--- src/rtl/frame_sequencer_if.sv ---
// -----------------------------------------------------------------------------
// frame_sequencer_if
// Groups the job intake, datapath control and status signals of the frame
// sequencer into a single bundle.
//   master : host / datapath side (drives job requests and pixel_valid)
//   slave  : the sequencer itself
// Signals:
//   job_valid/job_ready/job_size_x/job_size_y : job request handshake
//   dut_start/dut_size_x/dut_size_y           : frame control to datapath
//   pixel_valid                               : output-pixel-valid from datapath
//   busy/frame_done/job_err/stray_pixel       : status
//   frames_done                               : completed-frame counter
//   timeout (FRAME_SEQ_TIMEOUT_EN only)       : sticky watchdog flag
// -----------------------------------------------------------------------------
interface frame_sequencer_if #(
  parameter int unsigned SIZE_W = 12,
  parameter int unsigned CNT_W  = 16
);
  logic              job_valid;
  logic              job_ready;
  logic [SIZE_W-1:0] job_size_x;
  logic [SIZE_W-1:0] job_size_y;
  logic              dut_start;
  logic [SIZE_W-1:0] dut_size_x;
  logic [SIZE_W-1:0] dut_size_y;
  logic              pixel_valid;
  logic              busy;
  logic              frame_done;
  logic              job_err;
  logic              stray_pixel;
  logic [CNT_W-1:0]  frames_done;
`ifdef FRAME_SEQ_TIMEOUT_EN
  logic              timeout;
`endif

  modport master (
    output job_valid, job_size_x, job_size_y, pixel_valid,
    input  job_ready, dut_start, dut_size_x, dut_size_y, busy,
           frame_done, job_err, stray_pixel, frames_done
`ifdef FRAME_SEQ_TIMEOUT_EN
    , input timeout
`endif
  );

  modport slave (
    input  job_valid, job_size_x, job_size_y, pixel_valid,
    output job_ready, dut_start, dut_size_x, dut_size_y, busy,
           frame_done, job_err, stray_pixel, frames_done
`ifdef FRAME_SEQ_TIMEOUT_EN
    , output timeout
`endif
  );
endinterface

--- src/rtl/frame_sequencer.sv ---
// -----------------------------------------------------------------------------
// frame_sequencer
// Job-level controller in front of the image-processing pipeline. Frame jobs
// (width, height) are queued in a DEPTH-entry FIFO. For each job the sequencer
// drives the frame size, issues a one-cycle start pulse, counts valid output
// pixels until width*height have been seen, pulses frame_done and then holds
// off GAP_CYCLES idle cycles so the pipeline drains before the next start.
// Zero-size jobs are dropped with a job_err pulse.
//
// Ports:
//   clk   : core clock
//   rst_n : asynchronous active-low reset
//   bus   : frame_sequencer_if.slave (job intake, datapath control, status)
//
// Optional feature (macro FRAME_SEQ_TIMEOUT_EN): RUN-state watchdog. If no
// pixel_valid arrives for TIMEOUT_CYCLES cycles the frame is abandoned
// (no frame_done, not counted), the sticky timeout flag is set and the
// sequencer proceeds through the idle gap.
// -----------------------------------------------------------------------------
module frame_sequencer #(
  parameter int unsigned DEPTH          = 4,
  parameter int unsigned SIZE_W         = 12,
  parameter int unsigned GAP_CYCLES     = 4,
  parameter int unsigned CNT_W          = 16
`ifdef FRAME_SEQ_TIMEOUT_EN
  , parameter int unsigned TIMEOUT_CYCLES = 65535
`endif
) (
  input  logic             clk,
  input  logic             rst_n,
  frame_sequencer_if.slave bus
);

  localparam int unsigned PTR_W  = (DEPTH > 1) ? $clog2(DEPTH) : 1;
  localparam int unsigned FCNT_W = $clog2(DEPTH) + 1;
  localparam int unsigned TOT_W  = 2 * SIZE_W;
  localparam logic [FCNT_W-1:0] FULL_LVL = FCNT_W'(DEPTH);
  localparam logic [PTR_W-1:0]  PTR_LAST = PTR_W'(DEPTH - 1);
  localparam logic [31:0] GAP_LAST = (GAP_CYCLES > 0) ? 32'(GAP_CYCLES - 1) : 32'd0;
`ifdef FRAME_SEQ_TIMEOUT_EN
  localparam logic [31:0] WD_LAST = (TIMEOUT_CYCLES > 0) ? 32'(TIMEOUT_CYCLES - 1) : 32'd0;
`endif

  typedef enum logic [2:0] {
    S_IDLE  = 3'd0,
    S_LOAD  = 3'd1,
    S_START = 3'd2,
    S_RUN   = 3'd3,
    S_DONE  = 3'd4,
    S_GAP   = 3'd5
  } state_t;

  // Job FIFO storage and control
  logic [SIZE_W-1:0] mem_x_q [DEPTH];
  logic [SIZE_W-1:0] mem_y_q [DEPTH];
  logic [PTR_W-1:0]  wr_ptr_q;
  logic [PTR_W-1:0]  rd_ptr_q;
  logic [FCNT_W-1:0] fcnt_q;
  logic              full_s;
  logic              push_s;
  logic              pop_s;
  logic [SIZE_W-1:0] head_x_s;
  logic [SIZE_W-1:0] head_y_s;

  // Sequencer state
  state_t            state_q;
  logic [TOT_W-1:0]  total_q;
  logic [TOT_W-1:0]  pix_cnt_q;
  logic [31:0]       gap_cnt_q;
  logic              dut_start_q;
  logic [SIZE_W-1:0] dut_size_x_q;
  logic [SIZE_W-1:0] dut_size_y_q;
  logic              busy_q;
  logic              frame_done_q;
  logic              job_err_q;
  logic              stray_q;
  logic [CNT_W-1:0]  frames_done_q;
`ifdef FRAME_SEQ_TIMEOUT_EN
  logic [31:0]       wd_cnt_q;
  logic              timeout_q;
`endif

  // Ready comes from the registered level only, so a full FIFO refuses a push
  // even in a cycle where LOAD pops.
  assign full_s   = (fcnt_q == FULL_LVL);
  assign push_s   = bus.job_valid && !full_s;
  assign pop_s    = (state_q == S_LOAD);
  assign head_x_s = mem_x_q[rd_ptr_q];
  assign head_y_s = mem_y_q[rd_ptr_q];

  // FIFO payload storage (no reset needed; validity tracked by fcnt_q)
  always_ff @(posedge clk) begin
    if (push_s) begin
      mem_x_q[wr_ptr_q] <= bus.job_size_x;
      mem_y_q[wr_ptr_q] <= bus.job_size_y;
    end
  end

  // FIFO pointers and fill level
  always_ff @(posedge clk or negedge rst_n) begin
    if (!rst_n) begin
      wr_ptr_q <= '0;
      rd_ptr_q <= '0;
      fcnt_q   <= '0;
    end else begin
      if (push_s) begin
        wr_ptr_q <= (wr_ptr_q == PTR_LAST) ? '0 : wr_ptr_q + PTR_W'(1);
      end
      if (pop_s) begin
        rd_ptr_q <= (rd_ptr_q == PTR_LAST) ? '0 : rd_ptr_q + PTR_W'(1);
      end
      case ({push_s, pop_s})
        2'b10:   fcnt_q <= fcnt_q + FCNT_W'(1);
        2'b01:   fcnt_q <= fcnt_q - FCNT_W'(1);
        default: fcnt_q <= fcnt_q;
      endcase
    end
  end

  // Frame sequencing FSM with registered outputs
  always_ff @(posedge clk or negedge rst_n) begin
    if (!rst_n) begin
      state_q       <= S_IDLE;
      total_q       <= '0;
      pix_cnt_q     <= '0;
      gap_cnt_q     <= '0;
      dut_start_q   <= 1'b0;
      dut_size_x_q  <= '0;
      dut_size_y_q  <= '0;
      busy_q        <= 1'b0;
      frame_done_q  <= 1'b0;
      job_err_q     <= 1'b0;
      stray_q       <= 1'b0;
      frames_done_q <= '0;
`ifdef FRAME_SEQ_TIMEOUT_EN
      wd_cnt_q      <= '0;
      timeout_q     <= 1'b0;
`endif
    end else begin
      dut_start_q  <= 1'b0;
      frame_done_q <= 1'b0;
      job_err_q    <= 1'b0;

      if (bus.pixel_valid && (state_q != S_RUN)) begin
        stray_q <= 1'b1;
      end

      case (state_q)
        S_IDLE: begin
          // Looking at the push as well gives LOAD the cycle after a handshake
          // into an empty FIFO.
          if ((fcnt_q != '0) || push_s) begin
            state_q <= S_LOAD;
          end
        end

        S_LOAD: begin
          if ((head_x_s == '0) || (head_y_s == '0)) begin
            job_err_q <= 1'b1;
            state_q   <= S_IDLE;
          end else begin
            dut_size_x_q <= head_x_s;
            dut_size_y_q <= head_y_s;
            total_q      <= TOT_W'(head_x_s) * TOT_W'(head_y_s);
            pix_cnt_q    <= '0;
            dut_start_q  <= 1'b1;
            busy_q       <= 1'b1;
            state_q      <= S_START;
          end
        end

        S_START: begin
          pix_cnt_q <= '0;
`ifdef FRAME_SEQ_TIMEOUT_EN
          wd_cnt_q  <= '0;
`endif
          state_q   <= S_RUN;
        end

        S_RUN: begin
          if (bus.pixel_valid) begin
`ifdef FRAME_SEQ_TIMEOUT_EN
            wd_cnt_q <= '0;
`endif
            if (pix_cnt_q == (total_q - TOT_W'(1))) begin
              frame_done_q  <= 1'b1;
              frames_done_q <= frames_done_q + CNT_W'(1);
              state_q       <= S_DONE;
            end else begin
              pix_cnt_q <= pix_cnt_q + TOT_W'(1);
            end
          end else begin
`ifdef FRAME_SEQ_TIMEOUT_EN
            // Counter value reaches TIMEOUT_CYCLES on this edge: abandon frame.
            if (wd_cnt_q == WD_LAST) begin
              timeout_q <= 1'b1;
              gap_cnt_q <= '0;
              if (GAP_CYCLES > 0) begin
                state_q <= S_GAP;
              end else begin
                busy_q  <= 1'b0;
                state_q <= S_IDLE;
              end
            end else begin
              wd_cnt_q <= wd_cnt_q + 32'd1;
            end
`else
            pix_cnt_q <= pix_cnt_q;
`endif
          end
        end

        S_DONE: begin
          gap_cnt_q <= '0;
          if (GAP_CYCLES > 0) begin
            state_q <= S_GAP;
          end else begin
            busy_q  <= 1'b0;
            state_q <= S_IDLE;
          end
        end

        S_GAP: begin
          if (gap_cnt_q == GAP_LAST) begin
            busy_q  <= 1'b0;
            state_q <= S_IDLE;
          end else begin
            gap_cnt_q <= gap_cnt_q + 32'd1;
          end
        end

        default: begin
          busy_q  <= 1'b0;
          state_q <= S_IDLE;
        end
      endcase
    end
  end

  assign bus.job_ready   = !full_s;
  assign bus.dut_start   = dut_start_q;
  assign bus.dut_size_x  = dut_size_x_q;
  assign bus.dut_size_y  = dut_size_y_q;
  assign bus.busy        = busy_q;
  assign bus.frame_done  = frame_done_q;
  assign bus.job_err     = job_err_q;
  assign bus.stray_pixel = stray_q;
  assign bus.frames_done = frames_done_q;
`ifdef FRAME_SEQ_TIMEOUT_EN
  assign bus.timeout     = timeout_q;
`endif

endmodule

--- src/flat_wrapper.sv ---
// flat-port wrapper written by rule: the top's interface ports become plain ports
module frame_sequencer_flat 
#(
  parameter int unsigned DEPTH          = 4,
  parameter int unsigned SIZE_W         = 12,
  parameter int unsigned GAP_CYCLES     = 4,
  parameter int unsigned CNT_W          = 16

)
  (clk, rst_n, bus_job_valid, bus_job_size_x, bus_job_size_y, bus_pixel_valid, bus_job_ready, bus_dut_start, bus_dut_size_x, bus_dut_size_y, bus_busy, bus_frame_done, bus_job_err, bus_stray_pixel, bus_frames_done);
  frame_sequencer_if #(.SIZE_W(SIZE_W), .CNT_W(CNT_W)) bus_i ();
  input  logic clk;
  input  logic rst_n;
  input wire logic [$bits(bus_i.job_valid)-1:0] bus_job_valid;
  input wire logic [$bits(bus_i.job_size_x)-1:0] bus_job_size_x;
  input wire logic [$bits(bus_i.job_size_y)-1:0] bus_job_size_y;
  input wire logic [$bits(bus_i.pixel_valid)-1:0] bus_pixel_valid;
  output wire logic [$bits(bus_i.job_ready)-1:0] bus_job_ready;
  output wire logic [$bits(bus_i.dut_start)-1:0] bus_dut_start;
  output wire logic [$bits(bus_i.dut_size_x)-1:0] bus_dut_size_x;
  output wire logic [$bits(bus_i.dut_size_y)-1:0] bus_dut_size_y;
  output wire logic [$bits(bus_i.busy)-1:0] bus_busy;
  output wire logic [$bits(bus_i.frame_done)-1:0] bus_frame_done;
  output wire logic [$bits(bus_i.job_err)-1:0] bus_job_err;
  output wire logic [$bits(bus_i.stray_pixel)-1:0] bus_stray_pixel;
  output wire logic [$bits(bus_i.frames_done)-1:0] bus_frames_done;
  assign bus_i.job_valid = bus_job_valid;
  assign bus_i.job_size_x = bus_job_size_x;
  assign bus_i.job_size_y = bus_job_size_y;
  assign bus_i.pixel_valid = bus_pixel_valid;
  assign bus_job_ready = bus_i.job_ready;
  assign bus_dut_start = bus_i.dut_start;
  assign bus_dut_size_x = bus_i.dut_size_x;
  assign bus_dut_size_y = bus_i.dut_size_y;
  assign bus_busy = bus_i.busy;
  assign bus_frame_done = bus_i.frame_done;
  assign bus_job_err = bus_i.job_err;
  assign bus_stray_pixel = bus_i.stray_pixel;
  assign bus_frames_done = bus_i.frames_done;
  frame_sequencer #(.DEPTH(DEPTH), .SIZE_W(SIZE_W), .GAP_CYCLES(GAP_CYCLES), .CNT_W(CNT_W)) u_core (.clk(clk), .rst_n(rst_n), .bus(bus_i));
endmodule
--- config.mk ---
export PLATFORM = sky130hd
export DESIGN_NAME = frame_sequencer_flat
export DESIGN_NICKNAME = d
export VERILOG_FILES = /design/src/rtl/frame_sequencer_if.sv /design/src/rtl/frame_sequencer.sv /design/src/flat_wrapper.sv
export SDC_FILE = /design/constraint.sdc
export NUM_CORES = 1
export LEC_CHECK = 0
export CAP_MARGIN = 20
export CORE_ASPECT_RATIO = 0.6
export CORE_MARGIN = 2
export CORE_UTILIZATION = 50
export DETAILED_ROUTE_END_ITERATION = 10
export GPL_TIMING_DRIVEN = 1
export PLACE_DENSITY = 0.75
export SYNTH_ARGS = -nofsm -noshare
export SYNTH_HDL_FRONTEND = slang
export SYNTH_SLANG_ARGS = --single-unit
--- constraint.sdc ---
create_clock -name clk -period 6.4 [get_ports clk]
set_clock_uncertainty 0.15 [all_clocks]
set_input_delay 1.28 -clock clk [delete_from_list [all_inputs] [get_ports clk]]
set_output_delay 1.28 -clock clk [all_outputs]
set_load 0.01 [all_outputs]
# Yosys cells after proc, flatten, opt, wreduce, memory -nomap -nowiden
# Memories as Yosys holds them, arrays and structs flattened.
# Cells that the tools add are included.
# totals
register_bits,135
ram_bits,96
in_bits,28
word_cells,94
n_memories,2
# memory_table
memory,depth,word_bits,read_ports,rd_ports_with_merged_regs,write_ports,line,rtl
u_core.mem_x_q,4,12,1,0,1,frame_sequencer.sv:54,logic [SIZE_W-1:0] mem_x_q [DEPTH];
u_core.mem_y_q,4,12,1,0,1,frame_sequencer.sv:55,logic [SIZE_W-1:0] mem_y_q [DEPTH];
# classes
add_sub_neg,8
multipliers,1
eq_ne,20
mux,27
n_bitwise,2
reduce_logical,19
# op_table
op,n
$mux 24,3
$pmux 24 s3,1
$pmux 32 s2,1
$add 32x1->32 const B,1
$eq 32x2->1 const B,1
$mux 32,1
$add 24x1->24 const B,1
$eq 24x24->1,1
$logic_not 12->1,2
$mul 12x12->24,1
$sub 24x1->24 const B,1
$pmux 3 s6,1
$add 16x1->16 const B,1
$mux 3,4
$mux 1,11
$eq 3x3->1 const B,3
$ne 2x2->1 const B,4
$reduce_and 4->1,2
$eq 2x2->1 const B,3
$eq 3x2->1 const B,2
$mux 2,3
$ne 2x1->1 const B,3
$pmux 3 s2,1
$reduce_and 3->1,2
other kinds (16),23

# Depth between registers and ports, before layout
# depth
depth_word,6
depth_mapped,25

# Worst setup path after synthesis
# No wires, ideal clock.
# synth_timing
path_type,register to register
start,register u_core.rd_ptr_q[0]
end,register u_core.total_q[21]
setup_ns,0.083
arrival_ns,6.463
required_ns,6.167
slack_ns,-0.296
stages_incl_launch_ff,25
n_path_buf,3
cell_sequence,dfrtp_1 -> clkbuf_1 -> buf_2 -> mux4_2 -> clkbuf_1 -> and2_1 -> fa_1 -> inv_1 -> fa_1 -> inv_1 -> fa_1 -> fa_1 -> inv_1 -> fa_1 -> inv_1 -> ha_1 -> and3_1 -> nand3_1 -> a21oi_1 -> nor2_1 -> a211o_1 -> o21ai_0 -> o22ai_1 -> xor2_1 -> o21ai_0
# synth_between
elab_chain_len,5
# synth_lines
element,line,rtl
from (decl),frame_sequencer.sv:57,logic [PTR_W-1:0] rd_ptr_q;
from (signal assigned),frame_sequencer.sv:110,rd_ptr_q <= (rd_ptr_q == PTR_LAST) ? '0 : rd_ptr_q + PTR_W'(1);
branches (longest 5 deep; another with $mul 12x12->24),-,
to (signal assigned),frame_sequencer.sv:164,total_q <= TOT_W'(head_x_s) * TOT_W'(head_y_s);
to (decl),frame_sequencer.sv:67,logic [TOT_W-1:0] total_q;
# Parallel ways; which one is timed is not known.
# A chain may end at the register's enable or synchronous reset.

# Final worst setup path
# Ends and elaborated chain as after synthesis.

==> flow_summary.toml <==
[status]
outcome = "completed"

[setup_path]
reg2reg_from = "u_core.rd_ptr_q[0]"
max_stage_delay_ns = 0.58
rr_worst_depth = 22
rr_endpoint = "u_core.total_q[21]"
cp-start-kind = "register"
cp-endpoint = "u_core.total_q[21]"
cp_common_cell = "fa_1"
cp_slowest_cell = "mux4_2"
crit_chain = "buf_12 > buf_12 > mux4_2 > and2_1 > fa_2 > fa_1 > fa_1 > fa_1 > inv_1 > fa_1 > inv_1 > ha_4 > and3_4 > nand3_1 > a21oi_2 > nor2_1 > a211o_1 > o21ai_2 > buf_4 > o22ai_1 > xor2_1 > o21ai_1"
startpoint = "u_core.rd_ptr_q[0]"
reg2reg_slack_ns = 0.14
crit_path_end_kind = "register"
cp_max_fo = 5
cp_data_required_time_ns = 6.64
critPathKind = "register to register"
crit_arrival_ns = 6.50

[synth]
syn_area_um2 = 15300
synth_edf_count = 96
synth_top_area_cell = "dfrtp_1"
synth.net_count = 1628
synth-async-reset-ratio_pct = 58.4
yosys.area.top_type_share_pct = 22.1
synthCells = 1427
ys_ff_latch = 231
synth.distinct_cells = 71
synth_area_leaders = "dfrtp_1 (22%), edfxtp_1 (19%), fa_1 (13%), ha_1 (5.9%), nand2_1 (4.2%)"
dominantRegCellSynth = "dfrtp_1"
yosysWarnings = 0
postSynthAreaPerCell_um2 = 10.7
yosysSeqAreaShare_pct = 40.9

[placed_design]
io_buffer_count = 73
gp_congestion = 0.937
dpl-instance-area_um2 = 16700
dp.cells = 1901
place.detailed.hpwl_mm = 26.1

[clocking]
clockBufferDepth = 3
clk_pin_slew_worst_paths_ns = 0.07
cts.sinks = 231
numCtsBuffers = 23
insertion_delay_ns = 0.55
ctsHoldBuffers = 0
root_buffer = "clkbuf_16"
htreeDepth = 1
cts_tree = "yes"

[global_routing]
first_global_vias = 10900
antenna_found_initial = 0
groute.usage.overall_pct = 22.4
grt.overflow.total = 0
grt_pass1_wl_mm = 57.3
grt_max_degree = 92

[final_layout]
n_antenna_cell = 0
final_area_um2 = 17900
drive_gt1_share_pct = 13.6
syn2layout_area_growth_pct = 16.8
final_nets = 1741
fin_cells = 1965

[sta]
period_needed_ns = 6.26
finalSetupViolCount = 0
slew_viol_final = 0
finalCritPeriodShare_pct = 97.8
timing_hold_violations_final = 0
slew_headroom_pct = 39.6
fmax_mhz = 160
tightest_slew_ns = 0.894
tns_ns = 0

[floorplan]
core-area_um2 = 30000
dieArea_um2 = 32000
die_h_um = 139
fp-row-count = 49
die_w_um = 230
initial_core_util_pct = 50.9
io-pin-count = 74

[route]
vias_per_cell = 5.64
met3WireLength_mm = 2.83
antenna_left = 0
met1_length_mm = 17.1
dr_wl_met2_mm = 15.6
drt_iter0_drc = 969
wirelength_mm = 36.1
wl_per_cell_um = 18.4
dr.pass1.iters = 5
highest_layer = "met4"
drcViolationCount = 0
vias = 11100

[power]
power_frac_comb_pct = 71.0
leakage_nw = 8.07
p_sw_share_pct = 44.4
internal_power_mw = 6.04
powerDensity_nw_per_um2 = 608
vdd_drop_max_mv = 0.985
clockPowerShare_pct = 12.6
seqPwrFrac_pct = 16.4
power_switching_mw = 4.82

[hold_path]
hp-class = "register to register"

[run]
cap_violations = 0
synth_stat cells, types with 34 or more instances:
cell and n:
edfxtp_1 96, ha_1 72, xnor2_1 42, clkbuf_1 43, dfrtp_1 135, inv_1 160
xor2_1 45, a21oi_1 34, o21ai_0 41, nor2_1 69, nand3_1 46, fa_1 101
and2_1 64, nand2_1 172
cell usage in the layout (no fill, tap or decap), drive strengths merged, types with 24 or more instances in the layout:
cell type / Yosys / layout
ha: 72 / 72
nand2: 172 / 172
inv: 160 / 163
clkbuf: 43 / 29
nand4: 24 / 24
dfrtp: 135 / 135
nor2: 69 / 69
and3: 26 / 26
edfxtp: 96 / 96
a21oi: 35 / 35
and2: 64 / 64
xor2: 45 / 45
nor4: 25 / 25
buf: 17 / 75
nand3: 46 / 46
xnor2: 42 / 42
mux4: 24 / 24
mux2: 29 / 29
o21ai: 41 / 41
fa: 101 / 101
clkdlybuf4s50: 0 / 72
kinds of logic after synthesis:
family	Yosys count	synth area share (%)
AO/OA/AOI/OAI	147	6.39
buffers and inverters	220	5.59
adder cells (fa/ha/maj)	173	19.1
XOR/XNOR	87	4.98
flip-flops	231	40.9
AND/OR/NAND/NOR	512	17.0
multiplexers	57	5.93
metal layers:
metal  track usage [%]  vias to the layer above
met3              5.20                       47
met5                 0                        -
met2              32.3                      342
met1              34.6                     5574
li1                  -                     5116
met4              4.28                        0
state kept, by name (all words and copies together), names as in the netlist:
signal / count
u_core.bus.job_err: 1
u_core.total_q: 24
u_core.bus.dut_start: 1
u_core.bus.frame_done: 1
u_core.gap_cnt_q: 32
u_core.bus.dut_size_x: 12
u_core.wr_ptr_q: 2
u_core.state_q: 3
u_core.rd_ptr_q: 2
u_core.bus.busy: 1
u_core.pix_cnt_q: 24
u_core.mem_y_q: 48
u_core.fcnt_q: 3
u_core.bus.dut_size_y: 12
u_core.bus.stray_pixel: 1
u_core.bus.frames_done: 16
u_core.mem_x_q: 48
worst min-delay path by stage:
| stage | start | to | slack (ns) | depth (start not counted) |
|---|---|---|---|---|
| after floorplan | u_core.fcnt_q[2] | u_core.fcnt_q[2] | 0.31 | 1 |
| after global placement | u_core.bus.frames_done[15] | u_core.bus.frames_done[15] | 0.31 | 1 |
| after detailed placement | u_core.bus.stray_pixel | u_core.bus.stray_pixel | 0.31 | 1 |
| after CTS | u_core.bus.stray_pixel | u_core.bus.stray_pixel | 0.32 | 1 |
| after global routing | u_core.bus.stray_pixel | u_core.bus.stray_pixel | 0.34 | 1 |
| final | u_core.bus.stray_pixel | u_core.bus.stray_pixel | 0.32 | 1 |
worst max-delay path: cells and delay by family (launching register included):
family | cells | cell delay (ns)
adders and majority gates | 6 | 2.84
AOI/OAI and AO/OA | 5 | 0.79
muxes | 1 | 0.58
and+or+nand+nor | 4 | 0.55
buffers and inverters | 5 | 0.54
DFF | 1 | 0.47
xor gates and xnor gates | 1 | 0.17
final cells by class:
cell class / instances / area [µm²]
clock inverter: 14 / 150
fill: 2461 / 12200
sequential: 231 / 6260
timing repair buffer: 148 / 1410
clock buffer: 28 / 604
tap: 408 / 510
multi-input combinational: 976 / 8330
inverter: 160 / 601
metrics by stage:
step | hold slack (ns) | setup slack, ns | utilization, % | power, mW
6_report | 0.317 | 0.142 | 59.5 | 10.9
5_1_grt | 0.336 | -0.0474 | 59.5 | 12.0
4_1_cts | 0.324 | 0.0171 | 58.2 | 10.0
3_5_place_dp | 0.310 | -0.0809 | 55.7 | 8.54
3_3_place_gp | 0.305 | 0.0945 | 55.7 | 8.33
2_1_floorplan | 0.314 | 0.0506 | - | 6.86
power groups by stage:
stage | clock [mW] | sequential [mW] | combinational (mW)
detailed placement | 0 | 1.81 | 6.73
global placement | 0 | 1.80 | 6.53
global route | 1.45 | 1.80 | 8.76
finish | 1.37 | 1.79 | 7.71
CTS | 1.39 | 1.78 | 6.87
floorplan | 0 | 1.78 | 5.07
repair_timing:
action | CTS | global route
endpoints found under the hold margin | 0 | 0
buffers inserted | 0 | 20
pin swaps | 0 | 26
gates resized for setup | 4 | 34
gates cloned | 0 | 1
setup endpoints to repair | 2 | 7
(Power assumes the default switching activity.)
